===== src/rtl/gpu_pkg.sv =====
// rtl/gpu_pkg.sv - framebuffer geometry, fill state and fill command types
package gpu_pkg;

  localparam int FB_WIDTH  = 512;
  localparam int FB_HEIGHT = 256;
  localparam int FB_XW     = 9;
  localparam int FB_YW     = 8;

  typedef enum logic [1:0] {
    IDLE  = 2'd0,
    SETUP = 2'd1,
    WRITE = 2'd2,
    DONE  = 2'd3
  } fill_state_t;

  typedef struct packed {
    logic [15:0] x1;
    logic [15:0] y1;
    logic [15:0] x2;
    logic [15:0] y2;
    logic        value;
  } fill_cmd_t;

endpackage


===== src/rtl/rect_clip.sv =====
// rtl/rect_clip.sv - sorts rectangle corners, clips them to the framebuffer, flags empty fills
module rect_clip
  import gpu_pkg::*;
#(
  parameter int FB_XW = gpu_pkg::FB_XW,
  parameter int FB_YW = gpu_pkg::FB_YW
) (
  input  logic [15:0]      x1,
  input  logic [15:0]      y1,
  input  logic [15:0]      x2,
  input  logic [15:0]      y2,
  output logic [FB_XW-1:0] xmin,
  output logic [FB_XW-1:0] xmax,
  output logic [FB_YW-1:0] ymin,
  output logic [FB_YW-1:0] ymax,
  output logic             empty
);

  localparam logic [15:0] X_LIM = 16'((1 << FB_XW) - 1);
  localparam logic [15:0] Y_LIM = 16'((1 << FB_YW) - 1);

  logic [15:0] xlo, xhi, ylo, yhi;

  // All comparisons stay 16 bits wide so off-screen corners never alias on-screen.
  always_comb begin
    xlo   = (x1 < x2) ? x1 : x2;
    xhi   = (x1 < x2) ? x2 : x1;
    ylo   = (y1 < y2) ? y1 : y2;
    yhi   = (y1 < y2) ? y2 : y1;
    empty = (xlo > X_LIM) || (ylo > Y_LIM);
    xmin  = xlo[FB_XW-1:0];
    ymin  = ylo[FB_YW-1:0];
    xmax  = (xhi > X_LIM) ? '1 : xhi[FB_XW-1:0];
    ymax  = (yhi > Y_LIM) ? '1 : yhi[FB_YW-1:0];
  end

endmodule


===== src/rtl/rect_fill_engine.sv =====
// rtl/rect_fill_engine.sv - rectangle fill sequencer driving GPU_RAM port 2; RECT_FILL_BLANK_GATE_EN gates writes to blanking
module rect_fill_engine
  import gpu_pkg::*;
#(
  parameter int FB_XW = gpu_pkg::FB_XW,
  parameter int FB_YW = gpu_pkg::FB_YW
) (
  input  logic             clk,
  input  logic             reset,
  input  logic             cmd_valid,
  output logic             cmd_ready,
  input  logic [15:0]      cmd_x1,
  input  logic [15:0]      cmd_y1,
  input  logic [15:0]      cmd_x2,
  input  logic [15:0]      cmd_y2,
  input  logic             cmd_value,
  input  logic             write_allow,
  output logic [FB_XW-1:0] ram_x,
  output logic [FB_YW-1:0] ram_y,
  output logic             ram_we,
  output logic             ram_wdata,
  output logic             busy,
  output logic             done
);

  fill_state_t      state, state_nxt;
  fill_cmd_t        cmd_q;
  logic [FB_XW-1:0] xmin_c, xmax_c, xmin_q, xmax_q, cx;
  logic [FB_YW-1:0] ymin_c, ymax_c, ymax_q, cy;
  logic             empty_c;
  logic             wr_gate;
  logic             last_px;

`ifdef RECT_FILL_BLANK_GATE_EN
  assign wr_gate = write_allow;
`else
  logic unused_write_allow;
  assign unused_write_allow = write_allow;
  assign wr_gate = 1'b1;
`endif

  rect_clip #(.FB_XW(FB_XW), .FB_YW(FB_YW)) u_clip (
    .x1    (cmd_q.x1),
    .y1    (cmd_q.y1),
    .x2    (cmd_q.x2),
    .y2    (cmd_q.y2),
    .xmin  (xmin_c),
    .xmax  (xmax_c),
    .ymin  (ymin_c),
    .ymax  (ymax_c),
    .empty (empty_c)
  );

  assign last_px   = (cx == xmax_q) && (cy == ymax_q);
  assign ram_x     = cx;
  assign ram_y     = cy;
  assign ram_wdata = cmd_q.value;
  assign busy      = (state != IDLE);

  always_ff @(posedge clk or negedge reset) begin
    if (!reset) state <= IDLE;
    else        state <= state_nxt;
  end

  always_comb begin
    state_nxt = state;
    cmd_ready = 1'b0;
    ram_we    = 1'b0;
    done      = 1'b0;
    case (state)
      IDLE: begin
        cmd_ready = 1'b1;
        if (cmd_valid) state_nxt = SETUP;
      end
      SETUP:   state_nxt = empty_c ? DONE : WRITE;
      WRITE: begin
        ram_we = wr_gate;
        if (wr_gate && last_px) state_nxt = DONE;
      end
      DONE: begin
        done      = 1'b1;
        state_nxt = IDLE;
      end
      default: state_nxt = IDLE;
    endcase
  end

  // Counters double as the registered RAM address, so they only move after a real write.
  always_ff @(posedge clk or negedge reset) begin
    if (!reset) begin
      cmd_q  <= '0;
      xmin_q <= '0;
      xmax_q <= '0;
      ymax_q <= '0;
      cx     <= '0;
      cy     <= '0;
    end else begin
      if (state == IDLE && cmd_valid) begin
        cmd_q <= '{x1: cmd_x1, y1: cmd_y1, x2: cmd_x2, y2: cmd_y2, value: cmd_value};
      end
      if (state == SETUP) begin
        xmin_q <= xmin_c;
        xmax_q <= xmax_c;
        ymax_q <= ymax_c;
        cx     <= xmin_c;
        cy     <= ymin_c;
      end
      if (ram_we && !last_px) begin
        if (cx == xmax_q) begin
          cx <= xmin_q;
          cy <= cy + 1'b1;
        end else begin
          cx <= cx + 1'b1;
        end
      end
    end
  end

endmodule


===== config.mk =====
export PLATFORM = sky130hd
export DESIGN_NAME = rect_fill_engine
export DESIGN_NICKNAME = d
export VERILOG_FILES = /design/src/rtl/gpu_pkg.sv /design/src/rtl/rect_clip.sv /design/src/rtl/rect_fill_engine.sv
export SDC_FILE = /design/constraint.sdc
export NUM_CORES = 1
export LEC_CHECK = 0
export ABC_AREA = 0
export CAP_MARGIN = 20
export CELL_PAD_IN_SITES_DETAIL_PLACEMENT = 1
export CELL_PAD_IN_SITES_GLOBAL_PLACEMENT = 1
export CORE_MARGIN = 3
export CORE_UTILIZATION = 44
export CTS_BUF_LIST = sky130_fd_sc_hd__clkbuf_8
export CTS_CLUSTER_SIZE = 16
export DETAILED_ROUTE_END_ITERATION = 10
export GPL_ROUTABILITY_DRIVEN = 0
export PLACE_DENSITY_LB_ADDON = 0.1
export SETUP_SLACK_MARGIN = 0.4
export SYNTH_ARGS = -nofsm -noshare
export SYNTH_HDL_FRONTEND = slang
export SYNTH_SLANG_ARGS = --single-unit
export TNS_END_PERCENT = 1

===== constraint.sdc =====
create_clock -name clk -period 3.3 [get_ports clk]
set_input_delay 0.66 -clock clk [delete_from_list [all_inputs] [get_ports clk]]
set_output_delay 0.66 -clock clk [all_outputs]
set_load 0.01 [all_outputs]

==> flow_results.xml <==
<?xml version="1.0" encoding="UTF-8"?>
<metrics>
  <group name="clock_network">
    <metric name="cts.clk_slew.worst_paths" unit="ns">0.10</metric>
    <metric name="tritoncts_buffers" unit="">9</metric>
    <metric name="cts_buffer_depth" unit="">2</metric>
    <metric name="root_driver" unit="">clkbuf_8</metric>
    <metric name="h-tree-depth" unit="">3</metric>
    <metric name="post-cts-setup-buffer-count" unit="">0</metric>
    <metric name="cts_num_sinks" unit="">110</metric>
    <metric name="cts_tree" unit="">yes</metric>
    <metric name="clk_latency" unit="ns">0.38</metric>
  </group>
  <group name="final_layout">
    <metric name="final-instance-count-excl-fill" unit="">839</metric>
    <metric name="area_growth" unit="%">22.2</metric>
    <metric name="share_of_post_route_cells_with_drive_strength_above_1" unit="">0.167</metric>
    <metric name="antennaDiodeCount" unit="">0</metric>
    <metric name="mostFrequentLayoutCell" unit="">dfrtp_1</metric>
    <metric name="most-common-layout-cells" unit="">dfrtp_1, clkdlybuf4s50_1, mux2_2</metric>
    <metric name="layout.nets" unit="">763</metric>
  </group>
  <group name="timing">
    <metric name="slew_headroom" unit="">0.470</metric>
    <metric name="hold-worst-slack" unit="ns">0.351</metric>
    <metric name="timing.final.crit_share" unit="">0.839</metric>
    <metric name="fmaxAchievable" unit="MHz">361</metric>
    <metric name="final.setup_skew" unit="ns">0.0125</metric>
    <metric name="post-route-min-period" unit="ns">2.77</metric>
    <metric name="finalSetupViolations" unit="">0</metric>
    <metric name="finalMaxSlewViolations" unit="">0</metric>
    <metric name="tns" unit="ns">0</metric>
    <metric name="finalHoldViolCount" unit="">0</metric>
    <metric name="tightestPinTransition" unit="ns">0.795</metric>
    <metric name="grt_setup_unrepaired" unit="">yes</metric>
  </group>
  <group name="global_routing">
    <metric name="antenna_found_initial" unit="">0</metric>
    <metric name="grt_pass1_wl" unit="mm">24.9</metric>
    <metric name="grt-ovfl-total" unit="">0</metric>
    <metric name="total_grt_usage" unit="">0.208</metric>
    <metric name="number_of_global_route_vias_before_repair" unit="">4886</metric>
    <metric name="grt_max_degree" unit="">61</metric>
  </group>
  <group name="critical_path">
    <metric name="worst_setup_path_end_kind" unit="">register</metric>
    <metric name="critPathKind" unit="">register to register</metric>
    <metric name="worstReg2RegStart" unit="">cmd_q[30]</metric>
    <metric name="cp.required" unit="ns">3.54</metric>
    <metric name="reg2reg_to" unit="">ram_x[6]</metric>
    <metric name="critical_path.startpoint" unit="">cmd_q[30]</metric>
    <metric name="r2r_slack" unit="ns">0.53</metric>
    <metric name="cp_max_fo" unit="">20</metric>
    <metric name="cp.arrival" unit="ns">3.01</metric>
    <metric name="timing.critical_path.to" unit="">ram_x[6]</metric>
    <metric name="reg2regPathDepth" unit="">10</metric>
    <metric name="start_kind" unit="">register</metric>
  </group>
  <group name="yosys">
    <metric name="synth_seq_area_share" unit="">0.452</metric>
    <metric name="ys_warn_count" unit="">0</metric>
    <metric name="ys_types" unit="">55</metric>
    <metric name="synth-simple-area-share" unit="">0.129</metric>
    <metric name="synth_enable_flop_cells" unit="">0</metric>
    <metric name="most_used_flip_flop_cell_after_synthesis" unit="">dfrtp_1</metric>
    <metric name="muxShareOfSynthArea" unit="">0.143</metric>
    <metric name="number_of_nets_in_the_synthesized_netlist" unit="">678</metric>
    <metric name="ys_ff_latch" unit="">110</metric>
    <metric name="netlist_instances" unit="">573</metric>
    <metric name="synth_compound_gate_area_share" unit="">0.122</metric>
    <metric name="synthXorXnorAreaFrac" unit="">0.0345</metric>
    <metric name="synth_async_sr_flop_share" unit="">1.00</metric>
    <metric name="synthAdderAreaFrac" unit="">0.0739</metric>
    <metric name="dominant_combinational_cell_family_by_area_after_synthesis" unit="">multiplexers</metric>
    <metric name="syn_area_per_cell" unit="um^2">10.6</metric>
    <metric name="synthesized_area" unit="mm^2">0.00609</metric>
  </group>
  <group name="route">
    <metric name="drt_first_iter_violations" unit="">212</metric>
    <metric name="routed_wl" unit="mm">15.5</metric>
    <metric name="post_route_antenna_net_violation_count" unit="">0</metric>
    <metric name="drt_first_pass_iters" unit="">4</metric>
    <metric name="post_drt_via_cell_ratio" unit="">5.53</metric>
    <metric name="route.vias.total" unit="">4641</metric>
    <metric name="detail_route.drc_violations" unit="">0</metric>
    <metric name="wire_per_inst" unit="um">18.5</metric>
  </group>
  <group name="floorplan">
    <metric name="std_cell_rows" unit="">42</metric>
    <metric name="chipWidth" unit="um">124</metric>
    <metric name="floorplan.initialDensity" unit="">0.455</metric>
    <metric name="core_area" unit="mm^2">0.0134</metric>
    <metric name="dieArea" unit="mm^2">0.0153</metric>
    <metric name="top_level_ports" unit="">91</metric>
    <metric name="die_height" unit="um">124</metric>
  </group>
  <group name="power_and_ir_drop">
    <metric name="pwr_density_cell" unit="mW/mm^2">998</metric>
    <metric name="p_leak" unit="nW">3.16</metric>
    <metric name="vdd_drop_max" unit="mV">0.400</metric>
  </group>
  <group name="worst_hold_path">
    <metric name="worst_hold_path_type" unit="">input pin to async pin</metric>
  </group>
  <group name="status">
    <metric name="outcome" unit="">complete, no violations</metric>
  </group>
  <group name="placement">
    <metric name="hpwl" unit="mm">11.7</metric>
    <metric name="placed_cells" unit="">823</metric>
    <metric name="port_buffers" unit="">89</metric>
  </group>
  <group name="job">
    <metric name="maxCapViolCount" unit="">0</metric>
  </group>
</metrics>
-- power breakdown --
part / total, W / switching, W / internal, W
logic: 0.00375 / 0.00190 / 0.00185
registers: 0.00264 / 0.000681 / 0.00196
clock network: 0.00104 / 0.000466 / 0.000578
-- final cells by class --
type / count / area, um^2
inverter: 39 / 146
clock inverter: 7 / 138
tap: 176 / 220
fill: 1454 / 5950
clock buffer: 9 / 124
timing repair buffer: 100 / 996
multi-input combinational: 398 / 3070
sequential: 110 / 2750
-- how the worst min path moves through the flow --
| stage | from | end | depth (start not counted) |
|---|---|---|---|
| 6_report | reset | xmin_q[7] | 1 |
| 5_1_grt | reset | xmin_q[7] | 1 |
| 4_1_cts | reset | xmin_q[8] | 1 |
| 3_5_place_dp | xmin_q[8] | xmin_q[8] | 2 |
| 3_3_place_gp | xmin_q[8] | xmin_q[8] | 2 |
| 2_1_floorplan | reset | cmd_q[10] | 0 |
-- flip-flops by register name, summed over array words and instances (netlist names) --
register	cells
cmd_q	64
ram_wdata	1
ram_x	9
ram_y	8
state	2
xmax_q	9
xmin_q	9
ymax_q	8
-- worst max-delay path, stage by stage, from the launching register on --
cell and delay [ns]:
dfrtp_1 0.41, inv_1 0.07, ha_1 0.30, nand4_1 0.16, nor3_2 0.33, a2bb2oi_1 0.12, buf_4 0.18, and2_1 0.27
buf_4 0.25, a21oi_1 0.34, o221ai_1 0.20
-- per-layer routing --
metal  GRT usage  wire [um]  up-vias
met4      0.0678        230        0
met1       0.288       7320     2312
li1            -          -     2233
met2       0.335       7400       79
met5           0          0        -
met3      0.0336        532       17
-- synth_stat cells, drive strengths merged (5+ instances only) --
library cell  instances  area share
clkbuf               18       0.011
buf                   8       0.011
nand3                17       0.014
a211oi               18       0.023
nor4                  8      0.0082
nand2b                5      0.0051
mux2                 73        0.13
xnor2                12       0.017
nand4                 7      0.0072
o21ai                20       0.016
and3                  6      0.0062
inv                  38       0.023
a21oi                31       0.025
xor2                 12       0.017
a221o                 7       0.011
ha                   36       0.074
nor3                 20       0.017
mux2i                 5      0.0082
dfrtp               110        0.45
nand2                18       0.011
nor2                 50       0.031
-- repair_timing --
action,4_1_cts,5_1_grt
setup endpoints to repair,0,6
resized for setup,0,1
hold buffers,0,0
-- through the flow --
step | power, W | instance area, um^2 | utilization | setup WS (ns)
floorplan | 0.00517 | 6090 | - | 0.907
global placement | 0.00614 | 7180 | 0.536 | 0.590
detailed placement | 0.00638 | 7180 | 0.536 | 0.503
CTS | 0.00748 | 7440 | 0.555 | 0.476
global route | 0.00803 | 7450 | 0.556 | 0.376
finish | 0.00743 | 7450 | 0.556 | 0.533
-- logic make-up after synthesis --
kind of cell | count (synthesis)
flip-flops | 110
multiplexers | 78
XOR/XNOR | 24
AND/OR/NAND/NOR | 154
buffers and inverters | 65
adder cells (fa/ha/maj) | 36
AO/OA/AOI/OAI | 106
(Power assumes the default switching activity.)
